<file path="config.mk">
export PLATFORM = sky130hd
export DESIGN_NAME = serial_tx
export DESIGN_NICKNAME = d
export VERILOG_FILES = /design/src/rtl/serial_tx.sv
export SDC_FILE = /design/constraint.sdc
export NUM_CORES = 1
export LEC_CHECK = 0
export ABC_AREA = 1
export CAP_MARGIN = 20
export CELL_PAD_IN_SITES_DETAIL_PLACEMENT = 0
export CELL_PAD_IN_SITES_GLOBAL_PLACEMENT = 1
export CORE_MARGIN = 3
export CORE_UTILIZATION = 42
export CTS_BUF_LIST = sky130_fd_sc_hd__clkbuf_2 sky130_fd_sc_hd__clkbuf_4 sky130_fd_sc_hd__clkbuf_8
export CTS_CLUSTER_DIAMETER = 200
export DETAILED_ROUTE_END_ITERATION = 8
export HOLD_SLACK_MARGIN = 0.05
export PLACE_DENSITY_LB_ADDON = 0.1
export SLEW_MARGIN = 10
export SYNTH_ARGS = -nofsm -noshare
export SYNTH_HDL_FRONTEND = slang
export SYNTH_SLANG_ARGS = --single-unit
</file>
<file path="constraint.sdc">
create_clock -name clk -period 3.2 [get_ports clk]
set_input_delay 0.8 -clock clk [delete_from_list [all_inputs] [get_ports clk]]
set_output_delay 0.8 -clock clk [all_outputs]
set_load 0.01 [all_outputs]
</file>
<file path="src/rtl/serial_tx.sv">
// serial_tx: frames a parallel word as START(0), WIDTH data bits LSB first and
// STOP(1), holding every serial bit for CLKS_PER_BIT clocks. The line idles
// high. A new word is taken only in IDLE. done marks the first IDLE cycle
// after a completed frame, so a requester that keeps valid_in high chains
// frames with the least possible gap.
module serial_tx #(
   parameter int WIDTH        = 8,
   parameter int CLKS_PER_BIT = 4
) (
   input  logic             clk,
   input  logic             rst,
   input  logic [WIDTH-1:0] data_in,
   input  logic             valid_in,
   output logic             ready,
   output logic             ser_out,
   output logic             busy,
   output logic             done
);

   // The cycle counter must be able to represent CLKS_PER_BIT-1 for every
   // legal value, including CLKS_PER_BIT=1, where it stays at zero.
   localparam int CNT_W = $clog2(CLKS_PER_BIT + 1);
   // The bit counter spans 0..WIDTH-1 and is never narrower than one bit.
   localparam int BIT_W = (WIDTH > 1) ? $clog2(WIDTH) : 1;

   localparam logic [CNT_W-1:0] LAST_CNT = CNT_W'(CLKS_PER_BIT - 1);
   localparam logic [BIT_W-1:0] LAST_BIT = BIT_W'(WIDTH - 1);

   typedef enum logic [1:0] {
      ST_IDLE  = 2'd0,
      ST_START = 2'd1,
      ST_DATA  = 2'd2,
      ST_STOP  = 2'd3
   } state_t;

   state_t           state_r;
   logic [WIDTH-1:0] shift_r;
   logic [BIT_W-1:0] bit_cnt_r;
   logic [CNT_W-1:0] clk_cnt_r;

   logic             bit_end_s;
   logic [WIDTH-1:0] shift_next_s;

   // Acceptance depends on the state register alone, so ready decodes it directly.
   assign ready = (state_r == ST_IDLE);

   // Marks the last clock of the current bit period and forms the shifted data word.
   always_comb begin
      bit_end_s    = 1'b0;
      shift_next_s = shift_r >> 1;
      if (clk_cnt_r == LAST_CNT) begin
         bit_end_s = 1'b1;
      end else begin
         bit_end_s = 1'b0;
      end
   end

   // Frame sequencer: state, counters, shift register and all registered outputs.
   always_ff @(posedge clk) begin
      if (rst) begin
         state_r   <= ST_IDLE;
         shift_r   <= {WIDTH{1'b0}};
         bit_cnt_r <= {BIT_W{1'b0}};
         clk_cnt_r <= {CNT_W{1'b0}};
         ser_out   <= 1'b1;
         busy      <= 1'b0;
         done      <= 1'b0;
      end else begin
         done <= 1'b0;
         case (state_r)
            ST_IDLE: begin
               clk_cnt_r <= {CNT_W{1'b0}};
               bit_cnt_r <= {BIT_W{1'b0}};
               if (valid_in) begin
                  // The word is captured here; later changes on data_in are ignored.
                  shift_r <= data_in;
                  ser_out <= 1'b0;
                  busy    <= 1'b1;
                  state_r <= ST_START;
               end else begin
                  ser_out <= 1'b1;
                  busy    <= 1'b0;
               end
            end

            ST_START: begin
               if (bit_end_s) begin
                  clk_cnt_r <= {CNT_W{1'b0}};
                  ser_out   <= shift_r[0];
                  state_r   <= ST_DATA;
               end else begin
                  clk_cnt_r <= clk_cnt_r + CNT_W'(1);
               end
            end

            ST_DATA: begin
               if (bit_end_s) begin
                  clk_cnt_r <= {CNT_W{1'b0}};
                  shift_r   <= shift_next_s;
                  if (bit_cnt_r == LAST_BIT) begin
                     bit_cnt_r <= {BIT_W{1'b0}};
                     ser_out   <= 1'b1;
                     state_r   <= ST_STOP;
                  end else begin
                     bit_cnt_r <= bit_cnt_r + BIT_W'(1);
                     ser_out   <= shift_next_s[0];
                  end
               end else begin
                  clk_cnt_r <= clk_cnt_r + CNT_W'(1);
               end
            end

            ST_STOP: begin
               ser_out <= 1'b1;
               if (bit_end_s) begin
                  clk_cnt_r <= {CNT_W{1'b0}};
                  busy      <= 1'b0;
                  done      <= 1'b1;
                  state_r   <= ST_IDLE;
               end else begin
                  clk_cnt_r <= clk_cnt_r + CNT_W'(1);
               end
            end

            default: begin
               state_r   <= ST_IDLE;
               shift_r   <= {WIDTH{1'b0}};
               bit_cnt_r <= {BIT_W{1'b0}};
               clk_cnt_r <= {CNT_W{1'b0}};
               ser_out   <= 1'b1;
               busy      <= 1'b0;
            end
         endcase
      end
   end

endmodule

</file>
==> results.txt, run 1 <==
status: finished clean
PD cells: 910 nW/um^2
setup TNS: 0 ns
P_sw: 0.000472 W
hold depth: 1
Total Power: 0.00105 W
Slew headroom: 0.674
Sw Share: 0.450
layout cells sized above 1: 0.0654
f_max: 433 MHz
synthesized flop and latch total: 19
MaxCap Viol Count: 0
global-route wire length before repair: 3330 microns
Final Setup Violations: 0
top cell type by total area after synthesis: dfxtp_1
crit start category: flip-flop
Post-synth EDFFs: 0
initial antenna violation count: 0
min cycle time layout: 2.31 ns
worst-path cell chain: inv_1 > ha_1 > clkdlybuf4s50_1
sequential share of power: 0.349
ANT cells: 0
1st-pass router iterations: 5
worst clock skew: 0.0141 ns
final wirelength: 1900 microns
synth unique cells: 17
CTS Buf Count: 3
Placer Congestion: 0.836
RSZ-0062 raised after global routing: false
crit-path max cell delay: 0.56 ns
Final nets: 173
Tcrit/Tclk final: 0.722
1st-iter DRT viols: 18
Num Clock Sinks: 19
Slowest cell on crit path: clkdlybuf4s50_1
Placeable Area: 2060 sq um
Comb pwr share: 0.533
Via density: 4.79
CP Max Fanout: 4
drt drc: 0
Seq/Total Area, Yosys: 0.396
Leakage: 0.565 nW
syn avg cell area: 7.00 sq um
Final Hold Viols: 0
grt total ovfl: 0
clk buf depth: 2
Int Power: 0.000577 W
number of I/O port buffers: 14
CTS H-tree lvls: 1
Ports: 15
post-cts hold buffer count: 0
top_reg_cell synth: dfxtp_1
most common cell in the netlist: nand2_1
TritonCTS clock tree: yes
Inst Count DP: 176
Worst EP required: 2.40 ns
vias in the first global route: 800
top cells by count, synth: nand2_1, nor2_1, dfxtp_1
share of the synthesized area in the top cell type: 0.396
Clock Latency Late Sink: 0.31 ns
Peak VDD IR: 0.558 mV
Clock transition at path regs: 0.10 ns
post-CTS setup buffers: 0
worst hold path class: flip-flop to flip-flop
pre-CTS WS: 1.16 ns
Cells after Synth: 137
Starting Density: 0.465
crit path DAT: 1.51 ns
Async SR Flop Fraction: 0
clock power share: 0.117
fin util: 0.559
max-slew violation count: 0
hpwl dp: 1390 microns
Vias: 863
final setup margin: 0.891 ns
Die X: 53.8 microns
die area: 2890 sq um
count of non-filler cells in the finished layout: 180
Detail Route Antenna Nets: 0
overall global routing resource usage: 0.158
leading post-synthesis cells by cell area: dfxtp_1, nand2_1, ha_1
Worst Tran Pin Value: 0.488 ns
Syn-to-layout area delta: 20.1%
Reg2Reg Depth: 9
row cnt: 16
Die H: 53.8 microns
Mapped Area: 960 sq um
crit path capture type: output port
largest net degree at the start of global routing: 15
WL per Instance: 10.6 microns
yosys warns: 0
Synth Net Count: 156
cts repair resizes: 0
Root Driver: clkbuf_4
Crit Path Class: flip-flop to output port
## cells by family (layout without fill, tap and decap cells)
family | Yosys count | count (layout) | share of synthesized area
compound gates | 21 | 21 | 0.116
simple gates | 71 | 71 | 0.312
buf+inv | 18 | 34 | 0.0717
flops | 19 | 19 | 0.396
fa+ha+maj | 8 | 8 | 0.104
## flip-flops by register name, indices dropped and copies added, names as in the netlist
name	count
ser_out	1
bit_cnt_r	3
done	1
busy	1
shift_r	8
clk_cnt_r	3
state_r	2
## worst max-delay path: cells and delay by family, from the launching register on
| family | cells | cell delay [ns] |
|---|---|---|
| fa+ha+maj | 1 | 0.22 |
| flops | 1 | 0.34 |
| buf+inv | 2 | 0.65 |
## per-stage QoR
step	hold slack (ns)	area, sq um
after floorplan	0.399	960
after global placement	0.408	1120
after detailed placement	0.414	1120
after CTS	0.432	1150
after global routing	0.440	1150
final	0.429	1150
## routing by layer
layer / global-route usage / routed length [microns] / up-vias
met5: 0 / 0 / -
met4: 0.0383 / 0 / 0
met3: 0.0609 / 120 / 0
met2: 0.248 / 836 / 19
met1: 0.202 / 944 / 377
li1: - / - / 467
## worst paths after layout
kind	from	end	slack (ns)
worst max-delay path	state_r[0]	ready	0.89
worst min-delay path	clk_cnt_r[0]	clk_cnt_r[0]	0.43
worst max register to register	state_r[0]	shift_r[2]	1.44
worst min register to register	clk_cnt_r[0]	clk_cnt_r[0]	0.43
## cell usage in the layout, fill, tap and decap left out, drive strengths merged
master / Yosys / final
nand2: 39 / 39
nor2: 27 / 27
dfxtp: 19 / 19
inv: 16 / 16
clkdlybuf4s50: 0 / 14
o21ai: 13 / 13
ha: 8 / 8
nand3: 5 / 5
a21oi: 5 / 5
clkbuf: 0 / 3
a31oi: 1 / 1
o21bai: 1 / 1
o211ai: 1 / 1
clkinv: 0 / 1
## final cells by class
class | count | area (sq um)
inverters | 16 | 60.1
well taps | 27 | 33.8
clock inverters | 1 | 5.00
flip-flops and latches | 19 | 380
fillers | 203 | 910
multi-input cells | 100 | 510
clock buffers | 3 | 22.5
repair buffers | 14 | 140
## power groups by stage
stage	Sequential, W	Combinational [W]	Clock (W)
2_1_floorplan	0.000364	0.000428	0
3_3_place_gp	0.000368	0.000559	0
3_5_place_dp	0.000370	0.000562	0
4_1_cts	0.000366	0.000566	0.000127
5_1_grt	0.000376	0.000657	0.000134
6_report	0.000366	0.000559	0.000123
(Power assumes the default switching activity.)
==> inputs of run 2 (changes only) <==
Settings changed: CORE_UTILIZATION 42 to 39.
Clock period 3.2 ns to 2.3 ns, I/O delays scaled along.
==> run 2 against run 1 <==
Effect of this change: via count fell by 3.4%; wire length down 2.7%; final cell count is 1.1% higher; worst hold slack gained 0.0049 ns; critical path depth stayed put; total power grew 41%; setup slack worse by 0.68 ns; global-route usage down 3.6 points; count of clock-buffer cells in the layout is 1 higher; final area grew 0.98%; register-to-register slack worse by 0.77 ns; first-iteration DRC count is 44% lower.
==> results.txt, run 2 (synthesis gave the netlist of run 1 again) <==
Worst EP required: 1.73 ns
Leakage: 0.571 nW
final wirelength: 1850 microns
CP Buf/Inv Count: 2
Vias: 834
die area: 3090 sq um
hpwl dp: 1370 microns
largest net degree at the start of global routing: 14
commonest non-fill, non-tap cell in the layout: nand2_1
Sw Share: 0.440
ANT cells: 0
post-cts hold buffer count: 0
RSZ-0062 raised after global routing: false
initial antenna violation count: 0
Largest Register: shift_r
CTS Buf Count: 3
count of non-filler cells in the finished layout: 182
Crit Path Class: flip-flop to output port
crit start category: flip-flop
max reg flops: 8
CP Max Fanout: 4
WL per Instance: 10.2 microns
PD cells: 1270 nW/um^2
post-CTS setup buffers: 0
family with the most delay on the worst path: buffers and inverters
highest-count cells in the layout ignoring fill and taps: nand2_1, nor2_1, dfxtp_1
crit-path max cell delay: 0.56 ns
Final Hold Viols: 0
vias in the first global route: 747
Inst Count DP: 178
crit path capture type: output port
worst-path cell chain: inv_1 > ha_1 > clkdlybuf4s50_1
Slew headroom: 0.762
MaxCap Viol Count: 0
Regs by FF count: shift_r: 8 flops, bit_cnt_r: 3 flops, clk_cnt_r: 3 flops
drt drc: 0
Die X: 55.6 microns
number of I/O port buffers: 14
Detail Route Antenna Nets: 0
pre-CTS WS: 0.474 ns
Tcrit/Tclk final: 0.908
setup TNS: 0 ns
overall global routing resource usage: 0.121
clk buf depth: 2
final setup margin: 0.210 ns
layout cells sized above 1: 0.0714
1st-pass router iterations: 4
sequential share of power: 0.343
grt total ovfl: 0
worst clock skew: 0.00526 ns
status: finished clean
max-slew violation count: 0
Worst Tran Pin Value: 0.356 ns
Die H: 55.6 microns
f_max: 479 MHz
Starting Density: 0.422
Clock transition at path regs: 0.11 ns
Root Driver: clkbuf_4
P_sw: 0.000650 W
Ports: 15
Comb pwr share: 0.533
Final nets: 174
CTS H-tree lvls: 1
worst hold path class: flip-flop to flip-flop
Int Power: 0.000826 W
1st-iter DRT viols: 10
Via density: 4.58
TritonCTS clock tree: yes
Peak VDD IR: 0.641 mV
Slowest cell on crit path: clkdlybuf4s50_1
Final Setup Violations: 0
Syn-to-layout area delta: 21.3%
Clock Latency Late Sink: 0.29 ns
clock power share: 0.123
min cycle time layout: 2.09 ns
Placeable Area: 2280 sq um
cts repair resizes: 0
row cnt: 17
Num Clock Sinks: 19
Placer Congestion: 0.818
global-route wire length before repair: 3090 microns
crit path DAT: 1.51 ns
## run 2: cell types whose count changed in the layout (fill, tap and decap cells not counted)
| cell | before | now |
|---|---|---|
| buf_4 | 0 | 1 |
| clkbuf_4 | 3 | 4 |
| clkinv_2 | 1 | 0 |
## run 2: path summary, 6_finish.rpt
check	from	to	slack, ns	depth (start not counted)
hold reg to reg	clk_cnt_r[0]	clk_cnt_r[0]	0.43	1
setup reg to reg	state_r[0]	shift_r[1]	0.67	9
hold / removal	clk_cnt_r[0]	clk_cnt_r[0]	0.43	1
setup / recovery	state_r[0]	ready	0.21	3
## run 2: final cells by class
class	instances	area (sq um)
Fill cell	230	1110
Multi-Input combinational cell	100	510
Sequential cell	19	380
Timing Repair Buffer	15	148
Inverter	16	60.1
Tap cell	28	35.0
Clock buffer	4	30.0
## run 2: metrics by stage
stage                     area (sq um)  utilization  hold slack, ns  power (W)
after floorplan                    960            -           0.399    0.00110
after global placement            1130        0.498           0.408    0.00131
after detailed placement          1130        0.498           0.426    0.00131
after CTS                         1160        0.511           0.442    0.00150
after global routing              1160        0.511           0.465    0.00162
final                             1160        0.511           0.434    0.00148
## run 2: power groups by stage
stage | registers, W | clock network (W) | logic [W]
final | 0.000507 | 0.000182 | 0.000787
after global routing | 0.000520 | 0.000202 | 0.000900
after CTS | 0.000507 | 0.000191 | 0.000798
after detailed placement | 0.000515 | 0 | 0.000795
after global placement | 0.000514 | 0 | 0.000791
after floorplan | 0.000506 | 0 | 0.000596
## run 2: worst reg2reg max path: stages (launching register included)
cell and delay [ns]:
dfxtp_1 0.35, inv_1 0.10, ha_1 0.33, inv_2 0.16, nand2_2 0.11, nand2_4 0.08, nor2_8 0.15, inv_2 0.10
nor2_1 0.10, nor2_1 0.05
## run 2: metal layers
layer / up-vias / global-route usage / wire length [microns]
met2: 10 / 0.196 / 841
met5: - / 0 / 0
met3: 0 / 0.0255 / 58
met4: 0 / 0.0417 / 0
li1: 461 / - / -
met1: 363 / 0.160 / 949
==> inputs of run 3 (changes only) <==
Settings changed: CORE_ASPECT_RATIO set to 1.4.
==> run 3 against run 2 <==
Effect of this change: via count rose by 2.4%; maximum frequency decreased by 0.53%; non-clock buffer count shrank 1; register-to-register slack got worse by 0.17 ns; clock power is 10% lower; critical path depth unchanged; highest routed layer is now met4; setup slack lost 0.011 ns; sequential power hardly changed; clock skew decreased by 0.0019 ns; final cell count fell by 3.8%; worst hold slack got worse by 0.012 ns.
==> results.txt, run 3 (synthesis gave the netlist of run 1 again) <==
Final Hold Viols: 0
max reg flops: 8
Int Power: 0.000803 W
Placer Congestion: 0.794
Regs by FF count: shift_r: 8 flops, bit_cnt_r: 3 flops, clk_cnt_r: 3 flops
Worst Tran Pin Value: 0.501 ns
Worst EP required: 1.73 ns
Clock Latency Late Sink: 0.29 ns
final wirelength: 1940 microns
global-route wire length before repair: 3480 microns
Detail Route Antenna Nets: 0
Clock transition at path regs: 0.11 ns
largest net degree at the start of global routing: 15
status: finished clean
crit-path max cell delay: 0.57 ns
crit path capture type: output port
Die H: 64.7 microns
clock power share: 0.112
R2R Path End: shift_r[0]
row cnt: 20
initial antenna violation count: 0
TritonCTS clock tree: yes
worst setup path start: state_r[0]
Ports: 15
Vias: 854
Slew headroom: 0.666
sequential share of power: 0.349
worst reg2reg setup slack: 0.50 ns
Final Setup Violations: 0
Comb pwr share: 0.539
drt drc: 0
Slowest cell on crit path: clkdlybuf4s50_1
Largest Register: shift_r
met3 usage: 0.0333
Peak VDD IR: 0.766 mV
Tcrit/Tclk final: 0.913
cts repair resizes: 0
GR peak layer: met2
area post-placement: 1120 sq um
max-slew violation count: 0
Min-Delay Endpoint: clk_cnt_r[0]
Die X: 47.9 microns
Root Driver: clkbuf_4
Num Clock Sinks: 19
CP Buf/Inv Count: 2
layout cells sized above 1: 0.0654
1st-iter DRT viols: 30
CP Max Fanout: 4
start point of the worst hold path: clk_cnt_r[0]
overall global routing resource usage: 0.153
post-cts hold buffer count: 0
commonest non-fill, non-tap cell in the layout: nand2_1
RSZ-0062 raised after global routing: false
crit path DAT: 1.53 ns
Starting Density: 0.426
worst-path cell chain: inv_1 > ha_1 > clkdlybuf4s50_1
setup TNS: 0 ns
min cycle time layout: 2.10 ns
Via density: 4.88
Sw Share: 0.447
post-CTS setup buffers: 0
CTS H-tree lvls: 1
PD cells: 1270 nW/um^2
Crit Path Class: flip-flop to output port
WL per Instance: 11.1 microns
highest-count cells in the layout ignoring fill and taps: nand2_1, nor2_1, dfxtp_1
f_max: 476 MHz
CTS Buf Count: 3
1st-pass router iterations: 4
Final nets: 173
hold depth: 1
GR Layer Usage met1: 0.175
family with the most delay on the worst path: buffers and inverters
number of I/O port buffers: 14
P_sw: 0.000649 W
MaxCap Viol Count: 0
Syn-to-layout area delta: 19.4%
Reg2Reg Depth: 9
worst clock skew: 0.00335 ns
Critical R2R Launch: state_r[0]
vias in the first global route: 856
die area: 3100 sq um
Placeable Area: 2250 sq um
grt total ovfl: 0
crit start category: flip-flop
ANT cells: 0
GR Layer Usage met2: 0.263
hpwl dp: 1510 microns
worst hold path class: flip-flop to flip-flop
clk buf depth: 2
post-route cell area: 1150 sq um
Leakage: 0.565 nW
run 3: cell types whose count changed in the layout (fill, tap and decap cells not counted):
cell / before / now
buf_4: 1 / 0
clkinv_2: 0 / 1
clkbuf_4: 4 / 3
run 3: power groups by stage:
stage          logic, W  registers, W  clock network [W]
6_report       0.000782      0.000507           0.000163
5_1_grt        0.000914      0.000520           0.000195
4_1_cts        0.000793      0.000508           0.000176
3_5_place_dp   0.000790      0.000515                  0
3_3_place_gp   0.000785      0.000513                  0
2_1_floorplan  0.000596      0.000506                  0
run 3: through the flow:
step | total power [W] | std cells | utilization | hold WS [ns] | setup slack, ns
floorplan | 0.00110 | 137 | - | 0.399 | 0.942
global placement | 0.00130 | 171 | 0.497 | 0.409 | 0.463
detailed placement | 0.00130 | 171 | 0.497 | 0.414 | 0.467
CTS | 0.00148 | 175 | 0.509 | 0.431 | 0.184
global route | 0.00163 | 175 | 0.509 | 0.443 | 0.0935
finish | 0.00145 | 175 | 0.509 | 0.423 | 0.199
run 3: worst max path at each step:
stage	endpoint	slack [ns]	cells after the start
floorplan	shift_r[7]	0.94	9
global placement	shift_r[0]	0.46	8
detailed placement	shift_r[6]	0.47	8
CTS	ready	0.18	3
global route	ready	0.09	3
finish	ready	0.20	3
run 3: layout make-up:
class | instances | area, sq um
clock buffers | 3 | 22.5
repair buffers | 14 | 140
flip-flops and latches | 19 | 380
inverters | 16 | 60.1
well taps | 22 | 27.5
clock inverters | 1 | 5.00
fillers | 236 | 1110
multi-input cells | 100 | 510
run 3: routing by layer:
metal  vias to the layer above  wire [microns]
met2                        18             964
met1                       367             857
met3                         6              69
li1                        463               -
met5                         -               0
met4                         0              43
run 3: worst reg2reg max path, delay by kind of cell (launching register included):
family | cells | cell delay [ns]
flops | 1 | 0.34
simple gates | 5 | 0.52
buf+inv | 3 | 0.37
fa+ha+maj | 1 | 0.48
